`src/rtl/config_frame_receiver_pkg.sv`:
```
// Shared types and constants for the configuration frame receiver.
// CONFIG_RX_CHECKSUM_EN adds the CHECK state that consumes a trailing XOR checksum word.
package config_frame_receiver_pkg;

    localparam logic [31:0] SYNC_WORD  = 32'hFAB0_FAB1;
    localparam logic [7:0]  END_COLUMN = 8'hFF;

    localparam int COL_MSB   = 31;
    localparam int COL_LSB   = 24;
    localparam int FRAME_MSB = 23;
    localparam int FRAME_LSB = 16;

    typedef enum logic [1:0] {
        ST_IDLE  = 2'd0,
        ST_ADDR  = 2'd1,
`ifdef CONFIG_RX_CHECKSUM_EN
        ST_DATA  = 2'd2,
        ST_CHECK = 2'd3
`else
        ST_DATA  = 2'd2
`endif
    } state_e;

    function automatic logic addr_in_range(input logic [7:0] col, input logic [7:0] frame,
                                           input int n_cols, input int n_frames);
        return (32'(col) < n_cols) && (32'(frame) < n_frames);
    endfunction

endpackage

```
`src/rtl/config_frame_select_decode.sv`:
```
// Turns a committed column/frame address into a registered one-hot frame select plus strobe.
module config_frame_select_decode
    import config_frame_receiver_pkg::*;
#(
    parameter int NumberOfCols    = 13,
    parameter int MaxFramesPerCol = 20
) (
    input  logic                                    clk,
    input  logic                                    rst,
    input  logic                                    commit_i,
    input  logic [7:0]                              col_i,
    input  logic [7:0]                              frame_i,
    output logic [NumberOfCols*MaxFramesPerCol-1:0] frame_select_o,
    output logic                                    frame_strobe_o
);

    localparam int SEL_W = NumberOfCols * MaxFramesPerCol;

    logic [SEL_W-1:0] select_d, select_q;
    logic             strobe_d, strobe_q;
    int               sel_idx_s;

    // Out-of-range addresses never reach the fabric, even if a commit is requested
    always_comb begin
        sel_idx_s = 32'(col_i) * MaxFramesPerCol + 32'(frame_i);
        strobe_d  = commit_i && addr_in_range(col_i, frame_i, NumberOfCols, MaxFramesPerCol);
        select_d  = '0;
        for (int i = 0; i < SEL_W; i++) begin
            select_d[i] = strobe_d && (sel_idx_s == i);
        end
    end

    // Select and strobe registers
    always_ff @(posedge clk or posedge rst) begin
        if (rst) begin
            select_q <= '0;
            strobe_q <= 1'b0;
        end else begin
            select_q <= select_d;
            strobe_q <= strobe_d;
        end
    end

    assign frame_select_o = select_q;
    assign frame_strobe_o = strobe_q;

endmodule

```
`src/rtl/config_frame_receiver.sv`:
```
// Configuration word stream receiver: sync detection, frame address decode, row gathering, commit.
// Define CONFIG_RX_CHECKSUM_EN to check a trailing XOR checksum word after the end marker.
module config_frame_receiver
    import config_frame_receiver_pkg::*;
#(
    parameter int NumberOfRows    = 12,
    parameter int NumberOfCols    = 13,
    parameter int FrameBitsPerRow = 32,
    parameter int MaxFramesPerCol = 20
) (
    input  logic                                    CLK,
    input  logic                                    RESET,
    input  logic                                    SelfWriteStrobe,
    input  logic [FrameBitsPerRow-1:0]              SelfWriteData,
    output logic [NumberOfRows*FrameBitsPerRow-1:0] FrameData,
    output logic [NumberOfCols*MaxFramesPerCol-1:0] FrameSelect,
    output logic                                    FrameStrobe,
    output logic                                    ConfigActive,
    output logic                                    ConfigDone,
    output logic                                    AddrError,
    output logic                                    ChecksumError
);

    localparam int ROW_W  = $clog2(NumberOfRows);
    localparam int DATA_W = NumberOfRows * FrameBitsPerRow;

    state_e                state_d, state_q;
    logic [ROW_W-1:0]      row_d, row_q;
    logic [7:0]            col_d, col_q;
    logic [7:0]            frame_d, frame_q;
    logic                  suppress_d, suppress_q;
    logic [DATA_W-1:0]     frame_data_d, frame_data_q;
    logic                  active_d, active_q;
    logic                  done_d, done_q;
    logic                  addr_err_d, addr_err_q;
    logic                  commit_s;
    logic                  in_range_s;
    logic [7:0]            word_col_s;
    logic [7:0]            word_frame_s;
`ifdef CONFIG_RX_CHECKSUM_EN
    logic [FrameBitsPerRow-1:0] xor_d, xor_q;
    logic                       cks_err_d, cks_err_q;
`endif

    assign word_col_s   = SelfWriteData[COL_MSB:COL_LSB];
    assign word_frame_s = SelfWriteData[FRAME_MSB:FRAME_LSB];
    assign in_range_s   = addr_in_range(word_col_s, word_frame_s, NumberOfCols, MaxFramesPerCol);

    // Next-state and status logic; nothing moves on cycles without a strobed word
    always_comb begin
        state_d      = state_q;
        row_d        = row_q;
        col_d        = col_q;
        frame_d      = frame_q;
        suppress_d   = suppress_q;
        frame_data_d = frame_data_q;
        active_d     = active_q;
        done_d       = done_q;
        addr_err_d   = addr_err_q;
        commit_s     = 1'b0;
`ifdef CONFIG_RX_CHECKSUM_EN
        cks_err_d    = cks_err_q;
`endif
        if (SelfWriteStrobe) begin
            case (state_q)
                ST_IDLE: begin
                    if (SelfWriteData == SYNC_WORD) begin
                        state_d    = ST_ADDR;
                        active_d   = 1'b1;
                        done_d     = 1'b0;
                        addr_err_d = 1'b0;
                        row_d      = '0;
`ifdef CONFIG_RX_CHECKSUM_EN
                        cks_err_d  = 1'b0;
`endif
                    end else begin
                        state_d = ST_IDLE;
                    end
                end
                ST_ADDR: begin
                    if (SelfWriteData == SYNC_WORD) begin
                        addr_err_d = 1'b0;
                        row_d      = '0;
`ifdef CONFIG_RX_CHECKSUM_EN
                        cks_err_d  = 1'b0;
`endif
                    end else if (word_col_s == END_COLUMN) begin
                        active_d = 1'b0;
`ifdef CONFIG_RX_CHECKSUM_EN
                        state_d  = ST_CHECK;
`else
                        state_d  = ST_IDLE;
                        done_d   = 1'b1;
`endif
                    end else begin
                        col_d      = word_col_s;
                        frame_d    = word_frame_s;
                        suppress_d = !in_range_s;
                        addr_err_d = addr_err_q | !in_range_s;
                        row_d      = '0;
                        state_d    = ST_DATA;
                    end
                end
                ST_DATA: begin
                    // Word k lands in slice NumberOfRows-1-k, so the first word ends up on top
                    for (int r = 0; r < NumberOfRows; r++) begin
                        frame_data_d[FrameBitsPerRow*(NumberOfRows-1-r) +: FrameBitsPerRow] =
                            (row_q == ROW_W'(r)) ? SelfWriteData
                                                 : frame_data_q[FrameBitsPerRow*(NumberOfRows-1-r) +: FrameBitsPerRow];
                    end
                    if (row_q == ROW_W'(NumberOfRows - 1)) begin
                        row_d    = '0;
                        state_d  = ST_ADDR;
                        commit_s = !suppress_q;
                    end else begin
                        row_d = row_q + ROW_W'(1);
                    end
                end
`ifdef CONFIG_RX_CHECKSUM_EN
                ST_CHECK: begin
                    cks_err_d = cks_err_q | (SelfWriteData != xor_q);
                    done_d    = 1'b1;
                    state_d   = ST_IDLE;
                end
`endif
                default: begin
                    state_d = ST_IDLE;
                end
            endcase
        end else begin
            state_d = state_q;
        end
    end

`ifdef CONFIG_RX_CHECKSUM_EN
    // Running XOR restarts at each sync and covers address, data and end-marker words
    always_comb begin
        xor_d = xor_q;
        if (SelfWriteStrobe && (SelfWriteData == SYNC_WORD) &&
            ((state_q == ST_IDLE) || (state_q == ST_ADDR))) begin
            xor_d = '0;
        end else if (SelfWriteStrobe && ((state_q == ST_ADDR) || (state_q == ST_DATA))) begin
            xor_d = xor_q ^ SelfWriteData;
        end else begin
            xor_d = xor_q;
        end
    end

    // Checksum state registers
    always_ff @(posedge CLK or posedge RESET) begin
        if (RESET) begin
            xor_q     <= '0;
            cks_err_q <= 1'b0;
        end else begin
            xor_q     <= xor_d;
            cks_err_q <= cks_err_d;
        end
    end

    assign ChecksumError = cks_err_q;
`else
    assign ChecksumError = 1'b0;
`endif

    // Receiver state registers
    always_ff @(posedge CLK or posedge RESET) begin
        if (RESET) begin
            state_q      <= ST_IDLE;
            row_q        <= '0;
            col_q        <= 8'd0;
            frame_q      <= 8'd0;
            suppress_q   <= 1'b0;
            frame_data_q <= '0;
            active_q     <= 1'b0;
            done_q       <= 1'b0;
            addr_err_q   <= 1'b0;
        end else begin
            state_q      <= state_d;
            row_q        <= row_d;
            col_q        <= col_d;
            frame_q      <= frame_d;
            suppress_q   <= suppress_d;
            frame_data_q <= frame_data_d;
            active_q     <= active_d;
            done_q       <= done_d;
            addr_err_q   <= addr_err_d;
        end
    end

    config_frame_select_decode #(
        .NumberOfCols    (NumberOfCols),
        .MaxFramesPerCol (MaxFramesPerCol)
    ) u_select_decode (
        .clk            (CLK),
        .rst            (RESET),
        .commit_i       (commit_s),
        .col_i          (col_q),
        .frame_i        (frame_q),
        .frame_select_o (FrameSelect),
        .frame_strobe_o (FrameStrobe)
    );

    assign FrameData    = frame_data_q;
    assign ConfigActive = active_q;
    assign ConfigDone   = done_q;
    assign AddrError    = addr_err_q;

endmodule

```
`config.mk`:
```
export PLATFORM = sky130hd
export DESIGN_NAME = config_frame_receiver
export DESIGN_NICKNAME = d
export VERILOG_FILES = /design/src/rtl/config_frame_receiver_pkg.sv /design/src/rtl/config_frame_select_decode.sv /design/src/rtl/config_frame_receiver.sv
export SDC_FILE = /design/constraint.sdc
export NUM_CORES = 1
export LEC_CHECK = 0
export BUFFER_PORTS_ARGS = -buffer_cell sky130_fd_sc_hd__buf_2
export CAP_MARGIN = 40
export CORE_AREA = 2 2 267 269
export CTS_CLUSTER_DIAMETER = 30
export DETAILED_ROUTE_END_ITERATION = 10
export DIE_AREA = 0 0 269 271
export SETUP_SLACK_MARGIN = 0.5
export SLEW_MARGIN = 20
export SYNTH_ARGS = -nofsm -noshare
export SYNTH_HDL_FRONTEND = slang
export SYNTH_SLANG_ARGS = --single-unit
```
`constraint.sdc`:
```
create_clock -name CLK -period 55.7 [get_ports CLK]
set_input_delay 11.14 -clock CLK [delete_from_list [all_inputs] [get_ports CLK]]
set_output_delay 11.14 -clock CLK [all_outputs]
set_load 0.01 [all_outputs]
```
Word-level counts from Yosys, hierarchy flattened
Cells that the tools add are included.
Operators by class
  multiply operators: 1
  div/mod/pow operators: 0
  add/subtract/negate cells: 2
  reduce and logical (&&, ||, !) cells: 287
  bitwise operators: 3
  mux-type cells: 24
  magnitude comparators: 4
  equal/unequal tests: 279
  shifts and indexed selects: 0
Operators with widths (number)
  32-bit by 9-bit equality test with 1-bit output (second input constant): 128
  32-bit by 8-bit equality test with 1-bit output (second input constant): 64
  32-bit by 7-bit equality test with 1-bit output (second input constant): 32
  32-bit by 6-bit equality test with 1-bit output (second input constant): 16
  1-bit logical AND: 263
  32-bit by 5-bit equality test with 1-bit output (second input constant): 8
  32-bit by 10-bit equality test with 1-bit output (second input constant): 4
  32-bit by 4-bit equality test with 1-bit output (second input constant): 4
  32-bit by 3-bit equality test with 1-bit output (second input constant): 2
  3-bit AND reduction: 13
  32-bit by 2-bit equality test with 1-bit output (second input constant): 1
  32-bit equality test (second input constant): 1
  32-bit logical NOT: 1
  4-bit by 3-bit equality test with 1-bit output (second input constant): 4
  4-bit equality test (second input constant): 4
  8-bit by 4-bit < comparator with 1-bit output (second input constant): 2
  8-bit by 5-bit < comparator with 1-bit output (second input constant): 2
  4-bit 2-to-1 mux: 4
  13-bit by 8-bit adder with 14-bit output: 1
  1-bit 2-to-1 mux: 12
  4-bit one-hot mux with 3 select lines: 1
  4-bit AND reduction: 3
  8-bit by 3-bit multiplier with 11-bit output (second input constant): 1
  4-bit by 2-bit equality test with 1-bit output (second input constant): 2
  other kinds (18): 27
Word-level totals
  latch bits: 0
  bits of input ports: 35
  register bits: 671
  word-level logic and storage cells: 622
  memories kept: 0
  ROM bits: 0
  RAM bits: 0

Depth between registers and ports, before layout
Gate-level depths: netlist (run 1).
  depth after elaboration: 7
  depth in mapped cells: 16
  depth with buffers taken out: 12

By module
A second synthesis (run 1) with hierarchy kept.
Second synthesis, totals
  cells, all modules: 2029
  area, all modules: 27307.4 um2
By module, submodules not included
  config_frame_receiver: seq. area each 10259.8 um2, area an instance 15651.3 um2, times used 1, cells each 971
  config_frame_select_decode: seq. area each 6531.3 um2, area an instance 11656.2 um2, times used 1, cells each 1058

Least setup slack after synthesis (run 1)
Ideal clock, no wire load.
  kind: input port to flip-flop
  start: input SelfWriteStrobe
  end: register u_select_decode.select_q[138] (netlist: u_select_decode.frame_select_o[138])
  stages on the path: 7
  arrival: 12.689 ns
  path buffers: 1
  setup slack: 42.910 ns
  path through: nand3b_1 > nor4_1 > nand2_1 > nor2_1 > clkbuf_1 > nand3_1 > nor4_1
Between the ends
  cells in the longest elaborated chain, start to end: 3
RTL lines
  from (decl): RTL line config_frame_receiver.sv:13  | input logic SelfWriteStrobe,
  1-bit 2-to-1 mux: RTL line config_frame_receiver.sv:64  | if (SelfWriteStrobe) begin
  1-bit logical AND: RTL line config_frame_select_decode.sv:26  | strobe_d = commit_i && addr_in_range(col_i, frame_i, NumberOfCols, MaxFramesPerCol);
  1-bit logical AND: RTL line config_frame_select_decode.sv:29  | select_d[i] = strobe_d && (sel_idx_s == i);
  via u_select_decode.select_d[138]: RTL line config_frame_select_decode.sv:19  | logic [SEL_W-1:0] select_d, select_q;
  to (signal assigned): RTL line config_frame_select_decode.sv:39  | select_q <= select_d;
  to (decl): RTL line config_frame_select_decode.sv:19
The timed path passes the listed nets, and every way through them passes these cells.
A chain may end at the register's enable or synchronous reset.

Worst setup path in the final report (run 1)
  start: input SelfWriteStrobe
  end: register u_select_decode.select_q[82] (netlist: u_select_decode.frame_select_o[82])
Same word-level chain as after synthesis.

==> results.sh, run 1 <==
export IMPL_run_status="finished clean"
export IMPL_synth_top_family_by_area="multiplexers"
export IMPL_skew_ps=43.0
export IMPL_ir_drop_mv=0.117
export IMPL_cp_num_buf_inv=2
export IMPL_portBuffers=682
export IMPL_yosysTopAreaCellShare_pct=63.5
export IMPL_min_period_ps=13000
export IMPL_cp_max_fo=7
export IMPL_worstHoldStart="FrameData[362]"
export IMPL_setup_violations_final=0
export IMPL_fin_cells=3651
export IMPL_slew_violations=0
export IMPL_relSlewSlack_pct=43.3
export IMPL_clkSinkCount=671
export IMPL_antenna_found_initial=3
export IMPL_start_kind="input port"
export IMPL_ys_flop_type="dfrtp_1"
export IMPL_grt_ovfl_total=0
export IMPL_crit_family="simple AND/OR/NAND/NOR gates"
export IMPL_drt_initial_drc_count=1139
export IMPL_max_stage_delay_ps=600
export IMPL_grt_pass1_vias=20000
export IMPL_synthXorXnorAreaFrac_pct=0.0993
export IMPL_synthSimpleGateAreaFrac_pct=12.8
export IMPL_htreeDepth=4
export IMPL_syn_cell_area_um2=26500
export IMPL_die_h_um=271
export IMPL_ios=684
export IMPL_rsz0062_at_grt="no"
export IMPL_final_nets=2662
export IMPL_cts_hold_buf=0
export IMPL_ys_ff_latch=671
export IMPL_preCtsSetupSlack_ps=41660
export IMPL_vias=18900
export IMPL_clk_pin_slew_ps=50
export IMPL_track_usage_pct=23.4
export IMPL_synth_edff_count=0
export IMPL_hold_end="FrameData[362]"
export IMPL_async_flop_share_pct=100
export IMPL_drt_wl_total_mm=85.2
export IMPL_synth_cell_type_count=69
export IMPL_synth_commonest_cells="dfrtp_1 (671), mux2_2 (399), nor4_1 (103), nor3_1 (89), nand3_1 (87)"
export IMPL_syn_num_nets=1957
export IMPL_drive_above_1_share_pct=55.2
export IMPL_critPathKind="input port to flip-flop"
export IMPL_crit_slowest_cell="a211oi_2"
export IMPL_synth_seq_area_share_pct=63.5
export IMPL_endpoint_kind="flip-flop"
export IMPL_die_width_um=269
export IMPL_finalSetupTns_ps=0
export IMPL_grt_pass1_wl_mm=128
export IMPL_avgSynthCellArea_um2=13.9
export IMPL_p_leak_nw=18.7
export IMPL_core_area_um2=69800
export IMPL_fmax_mhz=76.9
export IMPL_maxCapViolations=0
export IMPL_crit_top_cell="nor4_1"
export IMPL_crit_required_ps=56260
export IMPL_synth_compound_area_share_pct=2.09
export IMPL_powerDensity_nw_per_um2=69.1
export IMPL_synthAdderAreaFrac_pct=1.19
export IMPL_synth_mux_area_share_pct=17.1
export IMPL_clockBufferDepth=3
export IMPL_hpwl_mm=57.1
export IMPL_cts_tree="yes"
export IMPL_final_hold_violation_count=0
export IMPL_tightestPinTransition_ps=839
export IMPL_synthToLayoutAreaGrowth_pct=35.9
export IMPL_synthTopCellsByArea="dfrtp_1 (63%), mux2_2 (17%), nor4_1 (2.4%), nor3_2 (2.3%), nor3_1 (1.7%)"
export IMPL_dieArea_um2=72900
export IMPL_yosys_warnings=0
export IMPL_r2r_slack_ps=50840
export IMPL_start_util_pct=37.9
export IMPL_r2r_end="u_select_decode.frame_select_o[189]"
export IMPL_period_share_pct=23.3
export IMPL_cts_resized_gates=0
export IMPL_yosysTopAreaCell="dfrtp_1"
export IMPL_worst_r2r_cell_count=12
export IMPL_cts_buffers=136
export IMPL_setup_ws_ps=42700
export IMPL_rows=97
export IMPL_crit_chain="buf_2 -> nand3b_1 -> nor4_1 -> nand2_1 -> a211oi_2 -> buf_4 -> nand3_1 -> nor4_1"
export IMPL_holdCritPathClass="flip-flop to flip-flop"
export IMPL_power_mw=2.49
export IMPL_cp_arrival_ps=13570
export IMPL_cts_root_buf="clkbuf_16"
export IMPL_hold_depth=1
export IMPL_firstDrtPassIters=5
export IMPL_drc=0
export IMPL_cts_setup_buffers=0
export IMPL_via_per_inst=5.17
export IMPL_place_gp_congestion=0.882
export IMPL_yosysMostFrequentCell="dfrtp_1"
export IMPL_wl_per_cell_um=23.3
export IMPL_ant_nets=0
export IMPL_r2r_start="col_q[1]"
export IMPL_place_inst=3401
export IMPL_grt_start_max_net_pins=111
export IMPL_clk_latency_ps=710
export IMPL_syn_inst=1898
-- worst max-delay path by stage --
stage | from | endpoint | slack [ps] | cells after the start
finish | SelfWriteStrobe | u_select_decode.frame_select_o[82] | 42700 | 8
detailed placement | RESET | FrameData[111] | 41660 | 5
CTS | RESET | FrameData[203] | 42400 | 5
global placement | RESET | FrameData[108] | 41360 | 5
floorplan | RESET | AddrError | 25750 | 1
global route | RESET | FrameData[203] | 42360 | 6
-- final cells by class --
class / count / area, um2
Antenna cell: 1 / 2.50
Clock buffer: 167 / 3720
Clock inverter: 78 / 1110
Fill cell: 5988 / 33800
Inverter: 13 / 56.3
Multi-Input combinational cell: 1041 / 8920
Sequential cell: 671 / 16800
Tap cell: 940 / 1180
Timing Repair Buffer: 740 / 4180
-- registers in the layout, indices dropped and copies added (netlist names) --
signal	count
row_q	4
FrameData	384
col_q	8
ConfigActive	1
AddrError	1
u_select_decode.frame_select_o	260
u_select_decode.frame_strobe_o	1
state_q	2
ConfigDone	1
frame_q	8
suppress_q	1
-- cells by family after synthesis --
family / count (synthesis)
flip-flops: 671
AND/OR/NAND/NOR: 542
multiplexers: 402
buffers and inverters: 186
AO/OA/AOI/OAI: 69
adder cells (fa/ha/maj): 24
XOR/XNOR: 3
other: 1
-- metal layers --
metal	vias up	part of all wire, %	global-route usage [%]
met5	-	0	0
met4	0	3.8	10.4
met3	177	8.5	8.35
met2	775	49	38.3
met1	9661	39	27.6
li1	8263	-	-
-- power by group --
part           total [mW]  internal (mW)  switching, mW
Clock               0.834          0.555          0.280
Combinational        1.04          0.286          0.750
Sequential          0.615          0.568         0.0476
Total                2.49           1.41           1.08
-- cell usage in the layout (no fill, tap or decap), drive strengths merged, types with 6 or more instances in the layout --
cell,synthesis,routed
a211oi,7,7
a21oi,11,11
buf,90,740
bufinv,0,16
clkbuf,83,167
clkinv,0,43
clkinvlp,0,9
dfrtp,671,671
ha,22,22
inv,13,23
mux2,399,399
nand2,75,75
nand2b,9,9
nand3,87,87
nand4,35,35
nor2,25,25
nor3,151,151
nor4,121,121
o211ai,6,6
o21ai,18,18
-- stage by stage --
stage                     area (um2)  util [%]  hold WS, ps
after floorplan                26500         -          475
after global placement         30600      43.9          484
after detailed placement       31000      44.4          487
after CTS                      35800      51.4          497
after global routing           35900      51.5          507
final                          35900      51.5          495
(Power assumes the default switching activity.)
==> run 2, diff against run 1 <==
==> constraint.sdc (replaced) <==
create_clock -name CLK -period 13.3 [get_ports CLK]
set_input_delay 2.66 -clock CLK [delete_from_list [all_inputs] [get_ports CLK]]
set_output_delay 2.66 -clock CLK [all_outputs]
set_load 0.01 [all_outputs]
==> results.sh, run 2 (same netlist as run 1, synthesis figures left out) <==
export IMPL_run_status="finished clean"
export IMPL_final_nets=2658
export IMPL_cts_resized_gates=0
export IMPL_wl_per_cell_um=23.6
export IMPL_drt_wl_total_mm=85.9
export IMPL_fin_area_um2=35800
export IMPL_grt_pass1_wl_mm=128
export IMPL_ir_drop_mv=0.423
export IMPL_ant_nets=0
export IMPL_r2r_start="col_q[1]"
export IMPL_ios=684
export IMPL_crit_family="simple AND/OR/NAND/NOR gates"
export IMPL_core_area_um2=69800
export IMPL_cp_max_fo=12
export IMPL_antenna_found_initial=2
export IMPL_power_mw=10.3
export IMPL_cts_setup_buffers=0
export IMPL_critPathKind="input port to flip-flop"
export IMPL_place_gp_congestion=0.826
export IMPL_max_stage_delay_ps=800
export IMPL_worstHoldStart="FrameData[353]"
export IMPL_drive_above_1_share_pct=55.0
export IMPL_vias=19000
export IMPL_firstDrtPassIters=5
export IMPL_tightestPinTransition_ps=858
export IMPL_hpwl_mm=58.0
export IMPL_largest_reg_flops=384
export IMPL_skew_ps=32.3
export IMPL_cts_root_buf="clkbuf_16"
export IMPL_clk_pin_slew_ps=50
export IMPL_drt_initial_drc_count=1059
export IMPL_crit_top_cell="nand2_1"
export IMPL_via_per_inst=5.20
export IMPL_slew_violations=0
export IMPL_crit_slowest_cell="a211oi_2"
export IMPL_crit_chain="buf_2 -> nand3b_1 -> nor4b_1 -> nand2_1 -> a211oi_2 -> nand2_1 -> nor4_1"
export IMPL_rsz0062_at_grt="no"
export IMPL_rows=97
export IMPL_crit_required_ps=13850
export IMPL_die_width_um=269
export IMPL_cts_buffers=133
export IMPL_setup_worst_path_start="SelfWriteStrobe"
export IMPL_setup_violations_final=0
export IMPL_mostFrequentLayoutCell="buf_2"
export IMPL_fmax_mhz=211
export IMPL_start_kind="input port"
export IMPL_layout_common_cells="buf_2 (682), dfrtp_1 (671), mux2_2 (399)"
export IMPL_grt_ovfl_total=0
export IMPL_cp_arrival_ps=5300
export IMPL_track_usage_pct=23.5
export IMPL_maxCapViolations=0
export IMPL_dieArea_um2=72900
export IMPL_grt_pass1_vias=19900
export IMPL_clkSinkCount=671
export IMPL_powerDensity_nw_per_um2=289
export IMPL_min_period_ps=4750
export IMPL_portBuffers=682
export IMPL_placed_area_um2=31000
export IMPL_htreeDepth=4
export IMPL_clockBufferDepth=3
export IMPL_cts_tree="yes"
export IMPL_p_leak_nw=18.6
export IMPL_synthToLayoutAreaGrowth_pct=35.2
export IMPL_grt_start_max_net_pins=68
export IMPL_r2r_slack_ps=8630
export IMPL_die_h_um=271
export IMPL_finalSetupTns_ps=0
export IMPL_period_share_pct=35.7
export IMPL_cts_hold_buf=0
export IMPL_start_util_pct=37.9
export IMPL_fillers=6013
export IMPL_cp_num_buf_inv=1
export IMPL_relSlewSlack_pct=42.7
export IMPL_drc=0
export IMPL_holdCritPathClass="flip-flop to flip-flop"
export IMPL_clk_latency_ps=690
export IMPL_final_hold_violation_count=0
export IMPL_endpoint_kind="flip-flop"
==> run 2: changes by cell type in the layout (fill, tap and decap cells not counted), sizes merged <==
cell / before / now
diode: 1 / 2
clkinv: 43 / 37
clkinvlp: 9 / 16
inv: 23 / 18
clkbuf: 167 / 168
bufinv: 16 / 15
buf: 740 / 739
==> run 2: path summary, 6_finish.rpt <==
path / endpoint / cells past startpoint
hold / removal: FrameData[353] / 1
min in group asynchronous: u_select_decode.frame_select_o[91] / 2
setup reg to reg: u_select_decode.frame_select_o[40] / 15
hold reg to reg: FrameData[353] / 1
max in group asynchronous: FrameData[10] / 6
setup / recovery: u_select_decode.frame_select_o[163] / 7
==> run 2: layout make-up <==
| class | count | area [um2] | share of cell area (%) |
|---|---|---|---|
| diodes | 2 | 5.00 | 0.0140 |
| inverters | 13 | 52.6 | 0.147 |
| clock buffers | 168 | 3660 | 10.2 |
| repair buffers | 739 | 4190 | 11.7 |
| well taps | 940 | 1180 | 3.29 |
| clock inverters | 73 | 980 | 2.74 |
| multi-input cells | 1041 | 8920 | 24.9 |
| flip-flops and latches | 671 | 16800 | 46.9 |
==> run 2: routing by layer <==
layer	track usage, %	part of all wire [%]	vias to the layer above
met2	39.2	49	800
met3	7.42	8.0	150
met4	10.1	3.4	0
met1	27.8	39	9756
li1	-	-	8266
met5	0	0	-
==> run 2: power by group <==
| group | switching [mW] | internal [mW] | leakage (nW) | total [mW] |
|---|---|---|---|---|
| Sequential | 0.197 | 2.38 | 9.22 | 2.57 |
| Combinational | 3.15 | 1.22 | 7.18 | 4.37 |
| Clock | 1.13 | 2.25 | 2.23 | 3.38 |
| Total | 4.48 | 5.85 | 18.6 | 10.3 |
==> run 2: stage by stage <==
stage	util, %	cells	setup WS, ps	hold WS [ps]
final	51.3	3647	8550	494
after global routing	51.3	3647	8340	504
after CTS	51.1	3641	8270	497
after detailed placement	44.5	3400	7880	487
after global placement	43.8	3379	7760	483
after floorplan	-	1898	1460	475
